File: src/rtl/ul_mul_sync_pkg.sv
// Shared uplink sequential-arithmetic definitions: default widths that pair the
// divider with its reconstruction multiplier, the handshake state type and a
// helper for sizing iteration counters.
package ul_mul_sync_pkg;

  // Quotient-side and divisor/remainder-side widths used by the uplink divider
  // and by this multiplier, so both blocks agree by construction.
  localparam int unsigned UL_QUO_W = 10;
  localparam int unsigned UL_DIV_W = 8;

  typedef enum logic {
    ST_IDLE,
    ST_BUSY
  } ul_seq_state_e;

  // Bits needed for a counter that must hold values 0..n.
  function automatic int unsigned ul_cnt_width(input int unsigned n);
    return $clog2(n + 1);
  endfunction

endpackage

File: src/rtl/ul_mul_sync_if.sv
// start/busy/done handshake plus operand/result bus of the uplink multiplier.
interface ul_mul_sync_if
  import ul_mul_sync_pkg::*;
#(
  parameter int unsigned A_WIDTH = UL_QUO_W,
  parameter int unsigned B_WIDTH = UL_DIV_W
);
  localparam int unsigned P_WIDTH = A_WIDTH + B_WIDTH;

  logic               start;
  logic               busy;
  logic               done;
  logic [A_WIDTH-1:0] multiplicand;
  logic [B_WIDTH-1:0] multiplier;
  logic [B_WIDTH-1:0] addend;
  logic [P_WIDTH-1:0] product;

  modport master (
    output start, multiplicand, multiplier, addend,
    input  busy, done, product
  );

  modport slave (
    input  start, multiplicand, multiplier, addend,
    output busy, done, product
  );

endinterface

File: src/rtl/ul_mul_sync.sv
// Sequential shift-add multiply-accumulate: product = multiplicand*multiplier+addend,
// one multiplier bit per clock, fixed B_WIDTH-cycle latency.
module ul_mul_sync
  import ul_mul_sync_pkg::*;
#(
  parameter int unsigned A_WIDTH = UL_QUO_W,
  parameter int unsigned B_WIDTH = UL_DIV_W
)(
  input  logic clk,
  input  logic rst_n,
  ul_mul_sync_if.slave bus
);

  localparam int unsigned P_WIDTH = A_WIDTH + B_WIDTH;
  localparam int unsigned CNT_W   = ul_cnt_width(B_WIDTH);
  localparam logic [CNT_W-1:0] CNT_LAST = CNT_W'(B_WIDTH - 1);

  ul_seq_state_e      state;
  logic [CNT_W-1:0]   cnt;
  logic [P_WIDTH-1:0] acc;
  logic [P_WIDTH-1:0] mcand;
  logic [B_WIDTH-1:0] mplr;
  logic [P_WIDTH-1:0] product_q;
  logic               done_q;
  logic [P_WIDTH-1:0] acc_step;

  // Accumulator after this cycle's conditional add; also the final result.
  always_comb begin
    acc_step = acc;
    if (mplr[0]) begin
      acc_step = acc + mcand;
    end
  end

  // Handshake FSM and shift-add datapath; product only moves on completion.
  always_ff @(posedge clk or negedge rst_n) begin
    if (!rst_n) begin
      state     <= ST_IDLE;
      cnt       <= '0;
      acc       <= '0;
      mcand     <= '0;
      mplr      <= '0;
      product_q <= '0;
      done_q    <= 1'b0;
    end else begin
      done_q <= 1'b0;
      case (state)
        ST_IDLE: begin
          if (bus.start) begin
            state <= ST_BUSY;
            cnt   <= '0;
            acc   <= P_WIDTH'(bus.addend);
            mcand <= P_WIDTH'(bus.multiplicand);
            mplr  <= bus.multiplier;
          end
        end
        ST_BUSY: begin
          acc   <= acc_step;
          mcand <= mcand << 1;
          mplr  <= mplr >> 1;
          cnt   <= cnt + CNT_W'(1);
          if (cnt == CNT_LAST) begin
            state     <= ST_IDLE;
            done_q    <= 1'b1;
            product_q <= acc_step;
          end
        end
        default: state <= ST_IDLE;
      endcase
    end
  end

  assign bus.busy    = (state == ST_BUSY);
  assign bus.done    = done_q;
  assign bus.product = product_q;

endmodule

File: src/flat_wrapper.sv
// flat-port wrapper written by rule: the top's interface ports become plain ports
module ul_mul_sync_flat import ul_mul_sync_pkg::*;
#(
  parameter int unsigned A_WIDTH = UL_QUO_W,
  parameter int unsigned B_WIDTH = UL_DIV_W
)
  (clk, rst_n, bus_start, bus_multiplicand, bus_multiplier, bus_addend, bus_busy, bus_done, bus_product);
  ul_mul_sync_if #(.A_WIDTH(A_WIDTH), .B_WIDTH(B_WIDTH)) bus_i ();
  input  logic clk;
  input  logic rst_n;
  input wire logic [$bits(bus_i.start)-1:0] bus_start;
  input wire logic [$bits(bus_i.multiplicand)-1:0] bus_multiplicand;
  input wire logic [$bits(bus_i.multiplier)-1:0] bus_multiplier;
  input wire logic [$bits(bus_i.addend)-1:0] bus_addend;
  output wire logic [$bits(bus_i.busy)-1:0] bus_busy;
  output wire logic [$bits(bus_i.done)-1:0] bus_done;
  output wire logic [$bits(bus_i.product)-1:0] bus_product;
  assign bus_i.start = bus_start;
  assign bus_i.multiplicand = bus_multiplicand;
  assign bus_i.multiplier = bus_multiplier;
  assign bus_i.addend = bus_addend;
  assign bus_busy = bus_i.busy;
  assign bus_done = bus_i.done;
  assign bus_product = bus_i.product;
  ul_mul_sync #(.A_WIDTH(A_WIDTH), .B_WIDTH(B_WIDTH)) u_core (.clk(clk), .rst_n(rst_n), .bus(bus_i));
endmodule
File: config.mk
export PLATFORM = sky130hd
export DESIGN_NAME = ul_mul_sync_flat
export DESIGN_NICKNAME = d
export VERILOG_FILES = /design/src/rtl/ul_mul_sync_pkg.sv /design/src/rtl/ul_mul_sync_if.sv /design/src/rtl/ul_mul_sync.sv /design/src/flat_wrapper.sv
export SDC_FILE = /design/constraint.sdc
export NUM_CORES = 1
export LEC_CHECK = 0
export BUFFER_PORTS_ARGS = -buffer_cell sky130_fd_sc_hd__buf_2
export CAP_MARGIN = 20
export CORE_AREA = 2 2 88 90
export CTS_CLUSTER_DIAMETER = 100
export DETAILED_ROUTE_END_ITERATION = 12
export DIE_AREA = 0 0 90 92
export PLACE_DENSITY = 0.82
export SYNTH_ARGS = -nofsm -noshare
export SYNTH_HDL_FRONTEND = slang
export SYNTH_SLANG_ARGS = --single-unit
export TNS_END_PERCENT = 50
File: constraint.sdc
create_clock -name clk -period 2 [get_ports clk]
set_input_delay 0.1 -clock clk [delete_from_list [all_inputs] [get_ports clk]]
set_output_delay 0.1 -clock clk [all_outputs]
set_load 0.01 [all_outputs]
=== Word level (Yosys, flattened, before mapping) ===
Index checks and enable logic that the tools add are counted.

* Register bits: 68

* Bitwise gates (word level): 1
* Reduce and logical (&&, ||, !) cells: 1
* Muxes and demuxes: 14
* Equality and inequality tests: 2
* $add $sub $neg: 2

{| class="wikitable"
|+ Operators by type and width
! operator !! number
|-
| $pmux 18 s2 || 2
|-
| $mux 18 || 3
|-
| $add 18x18->18 || 1
|-
| $pmux 8 s2 || 1
|-
| $mux 8 || 1
|-
| $pmux 4 s2 || 1
|-
| $add 4x1->4 const B || 1
|-
| $eq 4x3->1 const B || 1
|-
| $mux 1 || 4
|-
| $mux 4 || 1
|-
| $ne 2x2->1 const B || 1
|-
| $pmux 1 s2 || 1
|-
| $reduce_and 2->1 || 1
|-
| $not 1->1 || 1
|}

=== Depth between registers and ports, before layout ===
* Word-level depth: 3
* Mapped depth: 9
* Mapped depth without buffers: 9

=== Least setup slack after synthesis ===
OpenSTA, ideal clock, no wires.

* Path kind: flip-flop to flip-flop
* Start point: register u_core.mcand[0]
* End point: register u_core.product_q[14], in the netlist u_core.bus.product[14]
* Data arrival time: 2060 ps
* Setup time: 131 ps
* Buffers on the path: 0
* Setup slack: -191 ps
* Cell stages (with the launch flop): 10
* Path through: dfrtp_1 > ha_1 > fa_1 > a211oi_1 > o21ai_2 > a21boi_2 > o21ba_2 > o21bai_2 > xnor2_1 > o22ai_1

* Longest elaborated chain between the ends: 2

{| class="wikitable"
|+ Ends and longest elaborated chain
! item !! RTL line !! RTL
|-
| start: declaration || ul_mul_sync.sv:21 || <nowiki>logic [P_WIDTH-1:0] mcand;</nowiki>
|-
| start signal: assignment || ul_mul_sync.sv:53 || <nowiki>mcand <= P_WIDTH'(bus.multiplicand);</nowiki>
|-
| start signal: assignment || ul_mul_sync.sv:59 || <nowiki>mcand <= mcand << 1;</nowiki>
|-
| $add 18x18->18 || ul_mul_sync.sv:31 || <nowiki>acc_step = acc + mcand;</nowiki>
|-
| $mux 18 || ul_mul_sync.sv:30 || <nowiki>if (mplr[0]) begin</nowiki>
|-
| end signal: assignment || ul_mul_sync.sv:65 || <nowiki>product_q <= acc_step;</nowiki>
|-
| end: declaration || ul_mul_sync.sv:23 || <nowiki>logic [P_WIDTH-1:0] product_q;</nowiki>
|}

No other way between the ends.
A chain may end at the register's enable or synchronous reset.

=== Worst setup path in the final report ===
* Start point: register u_core.mcand[0]
* End point: register u_core.product_q[16], in the netlist u_core.bus.product[16]

The elaborated chain is that of the path after synthesis.

==> impl_metrics.tcl <==
set metrics [dict create \
    status "finished with violations" \
    violations "setup timing" \
    cts_inserted_buffers 9 \
    ir_worst_vdd_mv 0.8175 \
    synth.area.top_cells "dfrtp_1 46%, mux2i_1 7.3%, ha_1 6.1%" \
    critical-path-top-delay-family "compound AO/OA/AOI/OAI gates" \
    tightest_slew_ns 0.4621 \
    synth_flop_cell "dfrtp_1" \
    antenna_found_initial 0 \
    nNetsFinal 520 \
    path_cells "ha_2, fa_2, a211oi_2, o21ai_2, a21boi_2, o21ai_1, xor2_1, nand2_1, a21oi_2" \
    grt_max_degree 36 \
    critical_path.max_fanout 3 \
    synth_cell_types 47 \
    hold_viol_final 0 \
    skew_ns 0.01407 \
    synthArstFlopShare_pct 100.0 \
    chipWidth_um 90 \
    ant_nets 0 \
    pin_count 49 \
    clkLatencyLatePin_ns 0.35 \
    core_mm2 0.007447 \
    die-area_mm2 0.008280 \
    finalSetupViolCount 24 \
    hold_class "in2reg" \
    cts.htree.levels 3 \
    root_buffer "clkbuf_8" \
    drt_first_pass_iters 4 \
    synthCells 385 \
    worst_ep_arrival_time_ns 2.48 \
    fin_setup_tns_ns -2.642 \
    n_antenna_cell 0 \
    seq_area_frac_synth_pct 45.82 \
    synth_edf_count 0 \
    route.detailed.wl_per_inst_um 16.43 \
    synth.most_common_cell "dfrtp_1" \
    grt_pass1_vias 3223 \
    total_power_mw 8.426 \
    fmax_ghz 0.4558 \
    fin_crit_sh_pct 109.7 \
    power.leakage_nw 2.279 \
    numPortBuffers 48 \
    crit_path_start_kind "flip-flop" \
    yosysWarningCount 0 \
    worstSetupPathType "reg2reg" \
    grt_setup_unrepaired "yes" \
    gp_congestion 0.9295 \
    ys_top_cells_by_count "68 x dfrtp_1, 55 x nand2_1, 33 x o21ai_0" \
    syn-cell-area_mm2 0.003714 \
    max_cap_viol_count 0 \
    syn_nets 433 \
    drt-vias-per-instance 5.546 \
    synth_top_cell_by_area "dfrtp_1" \
    crit_required_ns 2.28 \
    grtUsageTotal_pct 22.70 \
    clock-sinks 68 \
    grt_pass1_wl_um 15040 \
    place_hpwl_um 6557 \
    path_clk_slew_ns 0.08 \
    p_per_area_mw_per_mm2 1755 \
    slew_headroom_pct 69.16 \
    fin_ws_ns -0.1940 \
    drc_errors 0 \
    routed_wl_um 9513 \
    fin_crit_ns 2.194 \
    syn_avg_cell_area_um2 9.646 \
    drtIter0Drc 212 \
    final_util_pct 64.45 \
    synth_top_area_share_pct 45.82 \
    syn2layout_area_growth_pct 29.25 \
    num_rows 32 \
    critPathMaxStageDelay_ns 0.39 \
    grt_remaining_overflow 0 \
    cts_tree "built" \
    worstSetupEndpointType "flip-flop" \
    slew_violations 0 \
    die_h_um 92 \
    critical_path.slowest_cell "dfrtp_1" \
    clock_path_buffers 2 \
    ys_ff_latch 68 \
    start_util_pct 49.87 \
    vias 3211 \
    worst-path-buf-inv 0 \
    drive_above_1_share_pct 30.82 \
]
-- layer usage --
layer,wire length (µm),vias to the layer above,GRT usage [%]
met3,395,24,4.108
met5,0,-,0
met4,329,0,9.231
met2,4858,101,40.41
li1,-,1543,-
met1,3929,1543,27.22
-- stage by stage --
stage	hold slack, ns	instance area [µm²]	instances	worst slack (ns)
after global routing	0.03294	4800	579	-0.2774
after CTS	0.01636	4659	575	-0.1249
after global placement	0.02928	4369	557	-0.1162
after detailed placement	0.03590	4369	557	-0.1697
after floorplan	-0.1956	3745	385	-0.07307
final	0.01794	4800	579	-0.1940
-- cells by family after synthesis --
logic type	Yosys count	share of synthesized area, %
AO/OA/AOI/OAI	116	19.64
AND/OR/NAND/NOR	110	13.34
flip-flops	68	45.82
multiplexers	27	7.278
buffers and inverters	26	2.830
XOR/XNOR	19	4.481
adder cells (fa/ha/maj)	19	6.604
-- report_power, final --
group          total [mW]  internal (mW)  switching, mW  leakage (nW)
combinational        4.65           2.20           2.46          1.32
clock                1.29          0.741          0.546         0.110
sequential           2.49           1.97          0.517         0.854
total                8.43           4.91           3.52          2.28
-- what timing repair did --
action,4_1_cts,5_1_grt
pin swaps,10,18
hold endpoints to repair,27,0
endpoints found under the setup margin,18,23
resized for setup,6,18
setup buffers,1,4
hold buffers,1,0
-- cells in the final DEF (no fill, tap or decap), types with 10 or more instances in the layout --
cell type	instances
nand2_1	55
buf_2	48
nor2_1	25
nand2b_1	11
mux2i_1	27
clkbuf_8	10
a21oi_1	23
o21ai_0	32
buf_4	49
dfrtp_1	66
ha_1	12
-- flip-flops by register name, indices dropped and copies added, names as in the netlist --
signal / count
u_core.acc: 18
u_core.mcand: 18
u_core.bus.product: 18
u_core.mplr: 8
u_core.cnt: 4
u_core.bus.done: 1
u_core.bus.busy: 1
-- worst min-delay path: stages --
cell and delay (ns):
buf_2 0.08, mux2i_1 0.06, nor2_1 0.08
-- path summary, 6_finish.rpt --
kind / start / endpoint / slack [ns] / depth (start not counted)
max: u_core.mcand[0]$_DFFE_PN0P_ / u_core.bus.product[16]$_DFFE_PN0P_ / -0.19 / 9
min: bus_multiplier[7] / u_core.mplr[7]$_DFFE_PN0P_ / 0.02 / 3
max reg2reg: u_core.mcand[0]$_DFFE_PN0P_ / u_core.bus.product[16]$_DFFE_PN0P_ / -0.19 / 9
min reg2reg: u_core.bus.product[7]$_DFFE_PN0P_ / u_core.bus.product[7]$_DFFE_PN0P_ / 0.48 / 2
max in group asynchronous: rst_n / u_core.acc[1]$_DFFE_PN0P_ / 1.17 / 3
min in group asynchronous: rst_n / u_core.mplr[1]$_DFFE_PN0P_ / 0.22 / 2
-- layout make-up --
cell class,count,area [µm²]
flip-flops and latches,68,1704
well taps,102,127.6
repair buffers,99,638.1
fillers,615,2648
inverters,3,11.26
clock inverters,5,85.08
clock buffers,11,141.4
multi-input cells,291,2092
Power figures use the tool's default switching activity.
